`config.mk`:
```
export PLATFORM = sky130hd
export DESIGN_NAME = alu181_seq
export DESIGN_NICKNAME = d
export VERILOG_FILES = /design/src/rtl/alu181_pkg.sv /design/src/rtl/alu181_slice.sv /design/src/rtl/alu181_seq.sv
export SDC_FILE = /design/constraint.sdc
export NUM_CORES = 1
export LEC_CHECK = 0
export ABC_CLOCK_PERIOD_IN_PS = 3420
export BUFFER_PORTS_ARGS = -buffer_cell sky130_fd_sc_hd__buf_2
export CAP_MARGIN = 10
export CORE_ASPECT_RATIO = 1.2
export CORE_MARGIN = 5
export CORE_UTILIZATION = 53
export DETAILED_ROUTE_END_ITERATION = 10
export PLACE_DENSITY = 0.78
export SLEW_MARGIN = 20
export SYNTH_ARGS = -nofsm -noshare
export SYNTH_HDL_FRONTEND = slang
export SYNTH_SLANG_ARGS = --single-unit
```
`constraint.sdc`:
```
create_clock -name clk -period 3.42 [get_ports clk]
set_input_delay 0.342 -clock clk [delete_from_list [all_inputs] [get_ports clk]]
set_output_delay 0.342 -clock clk [all_outputs]
set_load 0.05 [all_outputs]
```
`src/rtl/alu181_pkg.sv`:
```
// Shared types and constants for the slice-serial 74181-style ALU.
package alu181_pkg;

  typedef enum logic [1:0] {
    ST_IDLE = 2'd0,
    ST_RUN  = 2'd1,
    ST_DONE = 2'd2
  } state_e;

  // Common 74181 function codes (FN_SUB with m=0, FN_XOR with m=1 share a code)
  localparam logic [3:0] FN_ADD   = 4'b1001;
  localparam logic [3:0] FN_SUB   = 4'b0110;
  localparam logic [3:0] FN_XOR   = 4'b0110;
  localparam logic [3:0] FN_AND   = 4'b1011;
  localparam logic [3:0] FN_OR    = 4'b1110;
  localparam logic [3:0] FN_PASSA = 4'b1111;

  // Step counter width; at least one bit even when a single step suffices
  function automatic int unsigned step_width(input int unsigned n);
    return (n > 1) ? $clog2(n) : 1;
  endfunction

endpackage

```
`src/rtl/alu181_slice.sv`:
```
// Combinational 4-bit 74181 equivalent, active-high data, active-low carry.
module alu181_slice (
  input  logic [3:0] a,
  input  logic [3:0] b,
  input  logic [3:0] s,
  input  logic       m,
  input  logic       cin_n,
  output logic [3:0] f,
  output logic       cout_n
);

  logic [3:0] x;
  logic [3:0] y;
  logic [4:0] sum;

  // The arithmetic result is x + y + carry; the logic result is ~(x ^ y),
  // which reproduces the full 74181 logic table from the same two terms.
  always_comb begin
    x   = a | (b & {4{s[0]}}) | (~b & {4{s[1]}});
    y   = (a & ~b & {4{s[2]}}) | (a & b & {4{s[3]}});
    sum = {1'b0, x} + {1'b0, y} + {4'b0000, ~cin_n};
    if (m) begin
      f      = ~(x ^ y);
      cout_n = 1'b1;
    end else begin
      f      = sum[3:0];
      cout_n = ~sum[4];
    end
  end

endmodule

```
`src/rtl/alu181_seq.sv`:
```
// Slice-serial WIDTH-bit 74181 ALU with valid/ready handshakes on both sides.
module alu181_seq
  import alu181_pkg::*;
#(
  parameter int unsigned WIDTH            = 16,
  parameter int unsigned SLICES_PER_CYCLE = 1
) (
  input  logic             clk,
  input  logic             rst,
  input  logic             start_valid,
  output logic             start_ready,
  input  logic [WIDTH-1:0] a,
  input  logic [WIDTH-1:0] b,
  input  logic [3:0]       s,
  input  logic             m,
  input  logic             cin_n,
  output logic             res_valid,
  input  logic             res_ready,
  output logic [WIDTH-1:0] f,
  output logic             cout_n,
  output logic             aeqb,
  output logic             zero
);

  localparam int unsigned SPC    = SLICES_PER_CYCLE;
  localparam int unsigned CW     = 4 * SPC;
  localparam int unsigned NSTEP  = WIDTH / CW;
  localparam int unsigned STEP_W = step_width(NSTEP);
  localparam logic [STEP_W-1:0] LAST_STEP  = STEP_W'(NSTEP - 1);
  localparam logic [WIDTH-1:0]  CHUNK_MASK = WIDTH'({CW{1'b1}});

  state_e            state_q, state_d;
  logic [STEP_W-1:0] step_q, step_d;
  logic [WIDTH-1:0]  a_q, a_d;
  logic [WIDTH-1:0]  b_q, b_d;
  logic [WIDTH-1:0]  f_q, f_d;
  logic [3:0]        s_q, s_d;
  logic              m_q, m_d;
  logic              carry_q, carry_d;
  logic              res_valid_q, res_valid_d;

  logic [31:0]       shamt;
  logic [CW-1:0]     a_sh;
  logic [CW-1:0]     b_sh;
  logic [CW-1:0]     chunk_f;
  logic [SPC:0]      chain;

  // Bring the slices selected by the step index down to bit 0
  always_comb begin
    shamt = 32'(step_q) * CW;
    a_sh  = CW'(a_q >> shamt);
    b_sh  = CW'(b_q >> shamt);
  end

  assign chain[0] = carry_q;

  for (genvar i = 0; i < SPC; i++) begin : g_slice
    alu181_slice u_slice (
      .a      (a_sh[4*i +: 4]),
      .b      (b_sh[4*i +: 4]),
      .s      (s_q),
      .m      (m_q),
      .cin_n  (chain[i]),
      .f      (chunk_f[4*i +: 4]),
      .cout_n (chain[i+1])
    );
  end

  // Next-state, operand capture and per-step result merge
  always_comb begin
    state_d     = state_q;
    step_d      = step_q;
    a_d         = a_q;
    b_d         = b_q;
    f_d         = f_q;
    s_d         = s_q;
    m_d         = m_q;
    carry_d     = carry_q;
    res_valid_d = res_valid_q;
    unique case (state_q)
      ST_IDLE: begin
        if (start_valid) begin
          a_d     = a;
          b_d     = b;
          s_d     = s;
          m_d     = m;
          carry_d = cin_n;
          step_d  = '0;
          f_d     = '0;
          state_d = ST_RUN;
        end
      end
      ST_RUN: begin
        f_d     = (f_q & ~(CHUNK_MASK << shamt)) | (WIDTH'(chunk_f) << shamt);
        carry_d = chain[SPC];
        step_d  = step_q + STEP_W'(1);
        if (step_q == LAST_STEP) begin
          step_d      = '0;
          state_d     = ST_DONE;
          res_valid_d = 1'b1;
        end
      end
      ST_DONE: begin
        if (res_ready) begin
          state_d     = ST_IDLE;
          res_valid_d = 1'b0;
        end
      end
      default: begin
        state_d     = ST_IDLE;
        res_valid_d = 1'b0;
      end
    endcase
  end

  // State registers with synchronous reset
  always_ff @(posedge clk) begin
    if (rst) begin
      state_q     <= ST_IDLE;
      step_q      <= '0;
      a_q         <= '0;
      b_q         <= '0;
      f_q         <= '0;
      s_q         <= '0;
      m_q         <= 1'b0;
      carry_q     <= 1'b1;
      res_valid_q <= 1'b0;
    end else begin
      state_q     <= state_d;
      step_q      <= step_d;
      a_q         <= a_d;
      b_q         <= b_d;
      f_q         <= f_d;
      s_q         <= s_d;
      m_q         <= m_d;
      carry_q     <= carry_d;
      res_valid_q <= res_valid_d;
    end
  end

  assign start_ready = (state_q == ST_IDLE) && !rst;
  assign res_valid   = res_valid_q;
  assign f           = f_q;
  assign cout_n      = carry_q;
  assign aeqb        = &f_q;
  assign zero        = ~|f_q;

endmodule

```
==> results by group, run 1 <==
Worst hold path
  • Number of cells on the worst hold path: 3
  • Worst Hold Launch: s[3]
  • Hold crit path type: in2reg
  • Worst Hold Path EP: s_q[3]

Layout
  • Layout cells sized above 1: 23.3%
  • Number of inserted filler cells in the final layout: roughly 460
  • Layout overhead on the synthesized area: 17.5%
  • Count of nets after finishing: 453
  • Final instance area: ~3400 um^2
  • Count of antenna diodes in the layout: 0
  • Finished Core Util: 64.5%

Timing
  • Accumulated negative setup slack: 0 ps
  • Highest attainable clock frequency: roughly 340 MHz
  • Final hold violation count: 0
  • Normalized max-slew margin: 56.6%
  • Final Slew Violations: 0
  • Maximum clock skew at final layout: between 7 and 8 ps
  • Pin slew with the least headroom to its limit: 650 ps
  • Final setup vio count: 0
  • Fin crit share: 85.2%
  • Setup repair after global routing missed its margin: false
  • Minimum clock period after layout: 2910 ps

Worst setup path
  • Max incr delay on CP: approximately 630 ps
  • Delay-heaviest family, CP: simple AND/OR/NAND/NOR gates
  • Maximum fanout count along the critical path: 16
  • Total buffers and inverters traversed by the critical path: 2
  • Crit Path Class: reg2reg
  • Count of cells along the worst register-to-register path: 9
  • Worst EP required: 3630 ps
  • Type of element capturing the critical path: flop
  • Worst-case register-to-register setup slack: 510 ps
  • Crit start category: flop
  • Critical R2R Capture: f[6]
  • Arrival time reported for the critical path endpoint: 3120 ps
  • Most repeated library cell on the critical path: sky130_fd_sc_hd__fa_1
  • Ordered list of cells on the worst path: buf_4, mux4_1, and2b_1, fa_1, inv_1, fa_1, or3_1, nand3_1, a21oi_1
  • Worst reg2reg startpoint: step_q[0]
  • Critical path's slowest cell: sky130_fd_sc_hd__mux4_1

Clock network
  • Number of clock buffers inserted by TritonCTS: 9
  • Quantity of hold-fixing buffers added after cts: 0
  • Buffer cell driving the clock tree root: sky130_fd_sc_hd__clkbuf_8
  • Clock tree from TritonCTS: built
  • Max H-tree Level: 3
  • Buffer depth of the longest clock path: 2
  • Clock transition at the registers of the reported paths: ~60 ps
  • Sinks on Clock Net: 59
  • Setup repair bufs after CTS: 0
  • Clk_lat worst skew: roughly 340 ps
  • Post-cts sizing count: 0

Logic synthesis
  • Commonest cells in the netlist: sky130_fd_sc_hd__nand2_1, sky130_fd_sc_hd__dfxtp_1, sky130_fd_sc_hd__a21oi_1, sky130_fd_sc_hd__o21ai_0, sky130_fd_sc_hd__buf_2
  • Fraction of registers with async set/reset: 0%
  • Average footprint of a synthesized cell: 8.46 um^2
  • Top-count cell post-synth: sky130_fd_sc_hd__nand2_1
  • Yosys reg bits: 59
  • Compound-Gate Fraction of Synth Area: 15.8%
  • Area share of xor/xnor cells in the synthesized design: 0%
  • Post-synthesis instance area: between 2000 and 3000 um^2
  • Yosys top cell area share: 40.4%
  • Area contributors post-synth: sky130_fd_sc_hd__dfxtp_1, sky130_fd_sc_hd__nand2_1, sky130_fd_sc_hd__a21oi_1, sky130_fd_sc_hd__mux4_2, sky130_fd_sc_hd__mux2i_1
  • Number of warnings printed during yosys synthesis: 0
  • Simple-Gate Fraction of Synth Area: 24.0%
  • Primary flip-flop cell chosen by synthesis mapping: sky130_fd_sc_hd__dfxtp_1
  • Largest family of logic cells by synthesized area: simple AND/OR/NAND/NOR gates
  • Count of unique library cells instantiated by Yosys: 40
  • Post-synthesis cell type with the largest combined area: sky130_fd_sc_hd__dfxtp_1
  • Sequential area share after synthesis: 40.4%
  • Post-synthesis mux area share: 10.0%
  • Syn Inst Count: between 300 and 400
  • Number of enable flip-flop cells after synthesis: 0
  • Area share of fa/ha/maj cells after synthesis: around 4.8%
  • Number of nets produced by synthesis: 398

Die
  • Die width: just under 80 um
  • Std-Cell Core Area: 5330 um^2
  • Count of boundary I/O pins: 63
  • Floorplan die area: 7110 um^2
  • Initial Util: 54.9%
  • Height of the chip: 91.4 um
  • Row count: 29

Power
  • Total power divided by cell area: 477 nW/um^2
  • Post-layout power: 1.64 mW
  • Maximum resistive drop on vdd: 0.321 mV
  • Reported leakage power: 1.40 nW

Drt
  • Iter 0 DRT Violations: 207
  • Number of routed nets with antenna violations: 0
  • DRC errors left: 0
  • Total routed wirelength: 6940 um
  • Count of vias placed by the detailed router: 2635
  • Number of vias per cell after detailed routing: 5.65
  • Final routed wire length divided by cell count: 14.9 um
  • Number of search-and-repair iterations in the first detailed-routing pass: 5

Placement
  • Placed wire-length estimate: ~5100 um
  • Global placement routability congestion: 0.900
  • Area post-placement: 3240 um^2
  • Port Buf Inserts: 62

Job
  • Count of maximum capacitance violations: 0

Global routing
  • Maximum number of pins on one net before global-route repair: 38
  • Total grt overflow: 0
  • Global-route usage over all layers: 20.4%
  • Global-route wire length before repair: 11700 um
  • Number of global-route vias before repair: 2559
  • Number of antenna violations at the first check in global routing: 0

Outcome
  • Status: finished, final reports clean
==> cells in the final DEF (no fill, tap or decap), types with 5 or more instances in the layout <==
master                      n
sky130_fd_sc_hd__mux2i_1   11
sky130_fd_sc_hd__buf_4      6
sky130_fd_sc_hd__o211ai_1   5
sky130_fd_sc_hd__mux4_2     7
sky130_fd_sc_hd__inv_1      7
sky130_fd_sc_hd__nor2_1     7
sky130_fd_sc_hd__buf_2     62
sky130_fd_sc_hd__clkbuf_8  12
sky130_fd_sc_hd__dfxtp_1   59
sky130_fd_sc_hd__nor4_1     5
sky130_fd_sc_hd__o21ai_0   18
sky130_fd_sc_hd__nor2b_1   11
sky130_fd_sc_hd__nand2_1   85
sky130_fd_sc_hd__a21oi_1   54
sky130_fd_sc_hd__ha_1       8
sky130_fd_sc_hd__nand3_1    8
sky130_fd_sc_hd__nand4_1    8
==> flip-flops by register name, indices dropped and copies added, names as in the netlist <==
signal / cells
step_q: 2
res_valid: 1
b_q: 16
f: 16
a_q: 16
s_q: 4
cout_n: 1
state_q: 2
m_q: 1
==> kinds of logic (layout without fill, tap and decap cells) <==
group / Yosys count / in the layout
and+or+nand+nor: 142 / 142
AOI/OAI and AO/OA: 85 / 85
DFF: 59 / 59
buffers and inverters: 31 / 89
muxes: 19 / 19
adders and majority gates: 10 / 10
==> layer usage <==
metal  global-route usage, %  part of all wire (%)  vias up
met5                       0                     0        -
met4                    9.60                   2.1        0
met3                    5.54                   6.5       12
met2                    33.6                    50       77
met1                    24.4                    42     1228
li1                        -                     -     1318
==> worst min-delay path: cells and delay by family <==
family	cells	cell delay (ps)
AOI/OAI and AO/OA	1	50
buffers and inverters	1	90
and+or+nand+nor	1	40
==> power breakdown <==
group	internal, mW	switching [mW]
logic	0.0965	0.149
registers	0.720	0.0285
clock network	0.386	0.261
==> through the flow <==
| step | setup WS, ps | hold WS [ps] | instances |
|---|---|---|---|
| 6_report | 508 | 231 | 466 |
| 5_1_grt | 247 | 221 | 466 |
| 4_1_cts | 511 | 215 | 466 |
| 3_5_place_dp | 559 | 447 | 452 |
| 3_3_place_gp | 652 | 440 | 452 |
| 2_1_floorplan | 651 | 432 | 346 |
==> cell type report <==
| type | count | area (um^2) | share of cell area [%] |
|---|---|---|---|
| well taps | 62 | 77.6 | 2.26 |
| multi-input cells | 256 | 1600 | 46.5 |
| clock buffers | 12 | 165 | 4.80 |
| inverters | 7 | 26.3 | 0.764 |
| clock inverters | 2 | 35.0 | 1.02 |
| repair buffers | 68 | 355 | 10.3 |
| flip-flops and latches | 59 | 1180 | 34.4 |
==> how the worst max path moves through the flow <==
stage | startpoint | depth (start not counted) | slack, ps | endpoint
3_5_place_dp | step_q[0] | 9 | 560 | f[10]
5_1_grt | step_q[0] | 9 | 250 | f[6]
4_1_cts | step_q[0] | 9 | 510 | f[6]
6_report | step_q[0] | 9 | 510 | f[6]
2_1_floorplan | step_q[0] | 10 | 650 | f[13]
3_3_place_gp | step_q[0] | 9 | 650 | f[10]
No activity file was read; power rests on OpenSTA's default activity.
==> run 2: changes to the inputs <==
Settings changed: PLACE_DENSITY 0.78 to 0.79.
==> run 2 against run 1 <==
Effect of this change:
- clock power shrank 5.1%
- critical path depth is the same
- fmax shrank 3.7%
- die area is the same
- clock skew grew 1.6 ps
- design area shrank 0.36%
- register-to-register slack lost 110 ps
==> results by group, run 2 (synthesis gave the netlist of run 1 again) <==
Timing
  • Final Slew Violations: 0 (unchanged)
  • Minimum clock period after layout: 3020 ps (was 2910 ps)
  • Normalized max-slew margin: 55.7% (was 56.6%)
  • Final setup slack of the worst path: 396 ps (was 508 ps)
  • Setup repair after global routing missed its margin: false (unchanged)
  • Hold Slack: 240 ps (was 231 ps)
  • Highest attainable clock frequency: 331 MHz (was 343 MHz)
  • Accumulated negative setup slack: 0 ps (unchanged)
  • Fin crit share: 88.4% (was 85.2%)
  • Final setup vio count: 0 (unchanged)
  • Pin slew with the least headroom to its limit: 664 ps (was 650 ps)
  • Maximum clock skew at final layout: 8.91 ps (was 7.31 ps)
  • Final hold violation count: 0 (unchanged)

Placement
  • Area post-placement: 3240 um^2 (unchanged)
  • Placed wire-length estimate: 4970 um (was 5110 um)
  • Dpl ws: 409 ps (was 559 ps)
  • Port Buf Inserts: 62 (unchanged)
  • Global placement routability congestion: 0.876 (was 0.900)

Clock network
  • Clk_lat worst skew: 340 ps (about the same)
  • Clock transition at the registers of the reported paths: 70 ps (was 60 ps)
  • Buffer cell driving the clock tree root: sky130_fd_sc_hd__clkbuf_8 (unchanged)
  • Quantity of hold-fixing buffers added after cts: 0 (unchanged)
  • Max H-tree Level: 3 (unchanged)
  • Number of clock buffers inserted by TritonCTS: 9 (unchanged)
  • Buffer depth of the longest clock path: 2 (unchanged)
  • Sinks on Clock Net: 59 (unchanged)
  • Post-cts sizing count: 0 (unchanged)
  • Setup repair bufs after CTS: 0 (unchanged)
  • Clock tree from TritonCTS: built (unchanged)

Worst setup path
  • Worst-case register-to-register setup slack: 400 ps (was 510 ps)
  • Type of element capturing the critical path: flop (unchanged)
  • Worst EP required: 3680 ps (was 3630 ps)
  • Worst reg2reg startpoint: step_q[0] (unchanged)
  • Source of the critical timing path: step_q[0] (unchanged)
  • Crit start category: flop (unchanged)
  • Critical R2R Capture: f[2] (was f[6])
  • Maximum fanout count along the critical path: 16 (unchanged)
  • Count of cells along the worst register-to-register path: 9 (unchanged)
  • Arrival time reported for the critical path endpoint: 3280 ps (was 3120 ps)
  • Crit Path Class: reg2reg (unchanged)

Layout
  • Count of nets after finishing: 453 (unchanged)
  • Most frequent standard cell in the layout excluding fill and tap cells: sky130_fd_sc_hd__nand2_1 (unchanged)
  • Layout cells sized above 1: 22.7% (was 23.3%)
  • Layout overhead on the synthesized area: 17.1% (was 17.5%)
  • Commonest non-fill, non-tap cells in the layout: sky130_fd_sc_hd__nand2_1, sky130_fd_sc_hd__buf_2, sky130_fd_sc_hd__dfxtp_1, sky130_fd_sc_hd__a21oi_1, sky130_fd_sc_hd__o21ai_0 (unchanged)
  • Final instance area: 3430 um^2 (was 3440 um^2)
  • Number of inserted filler cells in the final layout: 475 (was 462)
  • Area taken by flip-flops and latches: 1180 um^2 (unchanged)
  • Finished Core Util: 64.2% (was 64.5%)
  • Multi-input logic area: 1600 um^2 (unchanged)
  • Count of antenna diodes in the layout: 0 (unchanged)

Global routing
  • Total grt overflow: 0 (unchanged)
  • Most utilized layer in the global route result: met2 (unchanged)
  • Global-route track usage on met2: 33.0% (was 33.6%)
  • Number of global-route vias before repair: 2470 (was 2559)
  • Global-route wire length before repair: 11300 um (was 11700 um)
  • Number of antenna violations at the first check in global routing: 0 (unchanged)
  • Global-route usage over all layers: 19.6% (was 20.4%)
  • Met1 Usage GRT: 23.5% (was 24.4%)
  • Maximum number of pins on one net before global-route repair: 38 (unchanged)
  • Grt met3 use: 5.15% (was 5.54%)

Job
  • Count of maximum capacitance violations: 0 (unchanged)

Worst hold path
  • Number of cells on the worst hold path: 3 (unchanged)
  • Worst Hold Path EP: b_q[0] (was s_q[3])
  • Worst Hold Launch: b[0] (was s[3])
  • Hold crit path type: in2reg (unchanged)

Die
  • Count of boundary I/O pins: 63 (unchanged)
  • Std-Cell Core Area: 5330 um^2 (unchanged)
  • Die width: 77.8 um (unchanged)
  • Initial Util: 54.9% (unchanged)
  • Floorplan die area: 7110 um^2 (unchanged)
  • Height of the chip: 91.4 um (unchanged)
  • Row count: 29 (unchanged)

Drt
  • Iter 0 DRT Violations: 116 (was 207)
  • Number of search-and-repair iterations in the first detailed-routing pass: 5 (unchanged)
  • Number of routed nets with antenna violations: 0 (unchanged)
  • Number of vias per cell after detailed routing: 5.65 (about the same)
  • Total routed wirelength: 6800 um (was 6940 um)
  • DRC errors left: 0 (unchanged)
  • Final routed wire length divided by cell count: 14.5 um (was 14.9 um)
  • Count of vias placed by the detailed router: 2646 (was 2635)

Outcome
  • Status: finished, final reports clean (unchanged)

Power
  • Reported leakage power: 1.39 nW (was 1.40 nW)
  • Maximum resistive drop on vdd: 0.366 mV (was 0.321 mV)
  • Total power divided by cell area: 469 nW/um^2 (was 477 nW/um^2)
## run 2: stage by stage
step           power, mW  instances
6_report            1.61        468
5_1_grt             1.68        468
4_1_cts             1.62        468
3_5_place_dp        1.01        452
3_3_place_gp       0.999        452
2_1_floorplan      0.940        346
## run 2: worst max-delay path, stage by stage (launching register included)
cell	delay (ps)
sky130_fd_sc_hd__dfxtp_1	360
sky130_fd_sc_hd__buf_4	260
sky130_fd_sc_hd__mux4_1	680
sky130_fd_sc_hd__and2b_1	250
sky130_fd_sc_hd__fa_1	180
sky130_fd_sc_hd__inv_1	50
sky130_fd_sc_hd__fa_1	390
sky130_fd_sc_hd__o21ai_0	450
sky130_fd_sc_hd__nand3_1	150
sky130_fd_sc_hd__a21oi_1	160
## run 2: layout make-up
| type | instances | share of cell area (%) |
|---|---|---|
| well taps | 62 | 2.26 |
| repair buffers | 68 | 10.4 |
| multi-input cells | 256 | 46.6 |
| flip-flops and latches | 59 | 34.5 |
| clock inverters | 2 | 1.02 |
| inverters | 7 | 0.767 |
| clock buffers | 14 | 4.46 |
## run 2: how the worst max path moves through the flow
stage                  to  slack (ps)  cells after the start
finish               f[2]         400                      9
global route         f[6]         190                      9
CTS                  f[2]         390                      9
detailed placement   f[2]         410                      9
global placement     f[2]         530                      9
floorplan           f[13]         650                     10
## run 2: report_power, final
group	switching [mW]	leakage (nW)	internal (mW)	total, mW
combinational	0.147	0.811	0.0963	0.243
clock	0.258	0.0947	0.357	0.614
sequential	0.0287	0.482	0.720	0.749
## run 2: per-layer routing
layer / routed length, um / part of all wire (%) / up-vias
met5: 0 / 0 / -
met4: 95 / 1.4 / 0
met3: 440 / 6.5 / 7
met2: 3450 / 51 / 80
met1: 2810 / 41 / 1242
li1: - / - / 1317
==> run 3: changes to the inputs <==
Settings changed: ABC_AREA set to 1, SETUP_SLACK_MARGIN set to 0.1.
==> run 3 against run 2 <==
Effect of this change:
- utilization is 1.4 points lower
- critical path type unchanged
- first-iteration DRC count is 22% higher
- cell count is 12% higher
- hold slack hardly changed
- power is 4.4% higher
- die area is 2.3% lower
- routed wire length is 2.1% lower
- combinational power is 47% higher
- clock power is 11% lower
==> results by group, run 3 <==
Logic synthesis
  • Fraction of registers with async set/reset: 0% (unchanged)
  • Post-synthesis cell type with the largest combined area: sky130_fd_sc_hd__dfxtp_1 (unchanged)
  • Primary flip-flop cell chosen by synthesis mapping: sky130_fd_sc_hd__dfxtp_1 (unchanged)
  • Yosys top cell area share: 41.4% (was 40.4%)
  • Number of warnings printed during yosys synthesis: 0 (unchanged)
  • Area contributors post-synth: sky130_fd_sc_hd__dfxtp_1, sky130_fd_sc_hd__nand2_1, sky130_fd_sc_hd__nor2_1, sky130_fd_sc_hd__o21ai_0, sky130_fd_sc_hd__a21oi_1 (was sky130_fd_sc_hd__dfxtp_1, sky130_fd_sc_hd__nand2_1, sky130_fd_sc_hd__a21oi_1, sky130_fd_sc_hd__mux4_2, sky130_fd_sc_hd__mux2i_1)
  • Syn Inst Count: 402 (was 346)
  • Count of unique library cells instantiated by Yosys: 29 (was 40)
  • Commonest cells in the netlist: sky130_fd_sc_hd__nand2_1, sky130_fd_sc_hd__nor2_1, sky130_fd_sc_hd__dfxtp_1, sky130_fd_sc_hd__o21ai_0, sky130_fd_sc_hd__a21oi_1 (was sky130_fd_sc_hd__nand2_1, sky130_fd_sc_hd__dfxtp_1, sky130_fd_sc_hd__a21oi_1, sky130_fd_sc_hd__o21ai_0, sky130_fd_sc_hd__buf_2)
  • Yosys reg bits: 59 (unchanged)
  • Average footprint of a synthesized cell: 7.09 um^2 (was 8.46 um^2)
  • Sequential area share after synthesis: 41.4% (was 40.4%)
  • Top-count cell post-synth: sky130_fd_sc_hd__nand2_1 (unchanged)
  • Number of nets produced by synthesis: 454 (was 398)
  • Number of enable flip-flop cells after synthesis: 0 (unchanged)
  • Post-synthesis instance area: 2850 um^2 (was 2930 um^2)

Clock network
  • Max H-tree Level: 3 (unchanged)
  • Setup repair bufs after CTS: 0 (unchanged)
  • Post-cts sizing count: 0 (unchanged)
  • Buffer cell driving the clock tree root: sky130_fd_sc_hd__clkbuf_8 (unchanged)
  • Sinks on Clock Net: 59 (unchanged)
  • Clk_lat worst skew: 340 ps (about the same)
  • Quantity of hold-fixing buffers added after cts: 0 (unchanged)
  • Clock transition at the registers of the reported paths: 70 ps (about the same)
  • Number of clock buffers inserted by TritonCTS: 9 (unchanged)
  • Clock tree from TritonCTS: built (unchanged)
  • Buffer depth of the longest clock path: 2 (unchanged)

Outcome
  • Status: finished, final reports clean (unchanged)

Global routing
  • Number of antenna violations at the first check in global routing: 0 (unchanged)
  • Global-route wire length before repair: 11500 um (was 11300 um)
  • Total grt overflow: 0 (unchanged)
  • Maximum number of pins on one net before global-route repair: 48 (was 38)
  • Number of global-route vias before repair: 2687 (was 2470)
  • Global-route usage over all layers: 20.1% (was 19.6%)

Layout
  • Layout cells sized above 1: 19.7% (was 22.7%)
  • Count of nets after finishing: 510 (was 453)
  • Finished Core Util: 62.8% (was 64.2%)
  • Layout overhead on the synthesized area: 15.9% (was 17.1%)
  • Most frequent standard cell in the layout excluding fill and tap cells: sky130_fd_sc_hd__nand2_1 (unchanged)
  • Commonest non-fill, non-tap cells in the layout: sky130_fd_sc_hd__nand2_1, sky130_fd_sc_hd__nor2_1, sky130_fd_sc_hd__buf_2, sky130_fd_sc_hd__dfxtp_1, sky130_fd_sc_hd__o21ai_0 (was sky130_fd_sc_hd__nand2_1, sky130_fd_sc_hd__buf_2, sky130_fd_sc_hd__dfxtp_1, sky130_fd_sc_hd__a21oi_1, sky130_fd_sc_hd__o21ai_0)
  • Count of antenna diodes in the layout: 0 (unchanged)

Timing
  • Final hold violation count: 0 (unchanged)
  • Highest attainable clock frequency: 344 MHz (was 331 MHz)
  • Normalized max-slew margin: 42.9% (was 55.7%)
  • Setup repair after global routing missed its margin: false (unchanged)
  • Accumulated negative setup slack: 0 ps (unchanged)
  • Fin crit share: 85.0% (was 88.4%)
  • Final setup vio count: 0 (unchanged)
  • Pin slew with the least headroom to its limit: 855 ps (was 664 ps)
  • Final Slew Violations: 0 (unchanged)
  • Maximum clock skew at final layout: 7.13 ps (was 8.91 ps)
  • Minimum clock period after layout: 2910 ps (was 3020 ps)

Worst hold path
  • Hold crit path type: in2reg (unchanged)

Drt
  • Routed wl met3: 432 um (was 440 um)
  • Number of routed nets with antenna violations: 0 (unchanged)
  • Number of vias per cell after detailed routing: 5.34 (was 5.65)
  • Number of search-and-repair iterations in the first detailed-routing pass: 4 (was 5)
  • Max Used Layer: met4 (unchanged)
  • Total routed wirelength: 6650 um (was 6800 um)
  • Iter 0 DRT Violations: 141 (was 116)
  • Metal2 WL: 3340 um (was 3450 um)
  • Final routed wire length divided by cell count: 12.7 um (was 14.5 um)
  • Wire length on met1: 2670 um (was 2810 um)
  • DRC errors left: 0 (unchanged)
  • Count of vias placed by the detailed router: 2793 (was 2646)

Placement
  • Placed wire-length estimate: 5070 um (was 4970 um)
  • Port Buf Inserts: 62 (unchanged)
  • Global placement routability congestion: 0.941 (was 0.876)

Worst setup path
  • Worst EP required: 3630 ps (was 3680 ps)
  • Max incr delay on CP: 650 ps (was 680 ps)
  • Crit start category: flop (unchanged)
  • Type of element capturing the critical path: flop (unchanged)
  • Critical path's slowest cell: sky130_fd_sc_hd__dfxtp_1 (was sky130_fd_sc_hd__mux4_1)
  • Crit Path Class: reg2reg (unchanged)
  • Ordered list of cells on the worst path: buf_4, nand2_1, nand3_1, nand2_2, a21oi_1, o21ai_1, fa_1, inv_1, fa_1, o21ai_0, nor2_1, nand2_1, a21oi_1 (was buf_4, mux4_1, and2b_1, fa_1, inv_1, fa_1, o21ai_0, nand3_1, a21oi_1)
  • Maximum fanout count along the critical path: 15 (was 16)
  • Arrival time reported for the critical path endpoint: 3120 ps (was 3280 ps)

Die
  • Floorplan die area: 6950 um^2 (was 7110 um^2)
  • Initial Util: 54.2% (was 54.9%)
  • Height of the chip: 90.3 um (was 91.4 um)
  • Die width: 76.9 um (was 77.8 um)
  • Count of boundary I/O pins: 63 (unchanged)
  • Std-Cell Core Area: 5260 um^2 (was 5330 um^2)
  • Row count: 29 (unchanged)

Job
  • Count of maximum capacitance violations: 0 (unchanged)

Power
  • Reported leakage power: 1.48 nW (was 1.39 nW)
  • Total power divided by cell area: 508 nW/um^2 (was 469 nW/um^2)
  • Maximum resistive drop on vdd: 0.302 mV (was 0.366 mV)
-- run 3: critical path: cells and delay by family, from the launching register on --
kind / cells / cell delay, ps
adders and majority gates: 2 / 840
DFF: 1 / 650
AOI/OAI and AO/OA: 4 / 490
and+or+nand+nor: 5 / 400
buffers and inverters: 2 / 380
-- run 3: power breakdown --
group          internal [mW]  switching (mW)  total (mW)
sequential             0.735          0.0366       0.771
clock                  0.290           0.259       0.549
combinational          0.118           0.238       0.357
total                   1.14           0.534        1.68
-- run 3: logic make-up after synthesis --
group	Yosys count	synth area share, %
buffers and inverters	43	7.37
AND/OR/NAND/NOR	202	29.9
AO/OA/AOI/OAI	88	16.4
flip-flops	59	41.4
adder cells (fa/ha/maj)	10	4.92
-- run 3: layout make-up --
type,instances,area (um^2)
Timing Repair Buffer,65,333
Multi-Input combinational cell,300,1460
Tap cell,62,77.6
Clock inverter,3,15.0
Fill cell,506,1960
Inverter,23,86.3
Sequential cell,59,1180
Clock buffer,11,151
-- run 3: through the flow --
step	hold WS [ps]	total power [mW]	worst slack, ps	std cells	area (um^2)
after floorplan	424	1.06	700	402	2850
after global placement	457	1.13	633	509	3140
final	239	1.68	512	523	3300
after CTS	235	1.68	518	523	3300
after detailed placement	462	1.14	542	509	3140
after global routing	241	1.77	257	523	3300
-- run 3: path summary, 6_finish.rpt --
path                                 from      to  depth (start not counted)  slack [ps]
worst min-delay path                cin_n  cout_n                          3         240
worst max register to register  step_q[0]    f[1]                         13         510
worst min register to register     a_q[2]  a_q[2]                          2         470
worst max-delay path            step_q[0]    f[1]                         13         510
-- run 3: routing by layer --
| metal | track usage (%) | vias to the layer above |
|---|---|---|
| li1 | - | 1438 |
| met1 | 22.0 | 1245 |
| met2 | 34.3 | 91 |
| met3 | 6.29 | 19 |
| met4 | 10.8 | 0 |
| met5 | 0 | - |
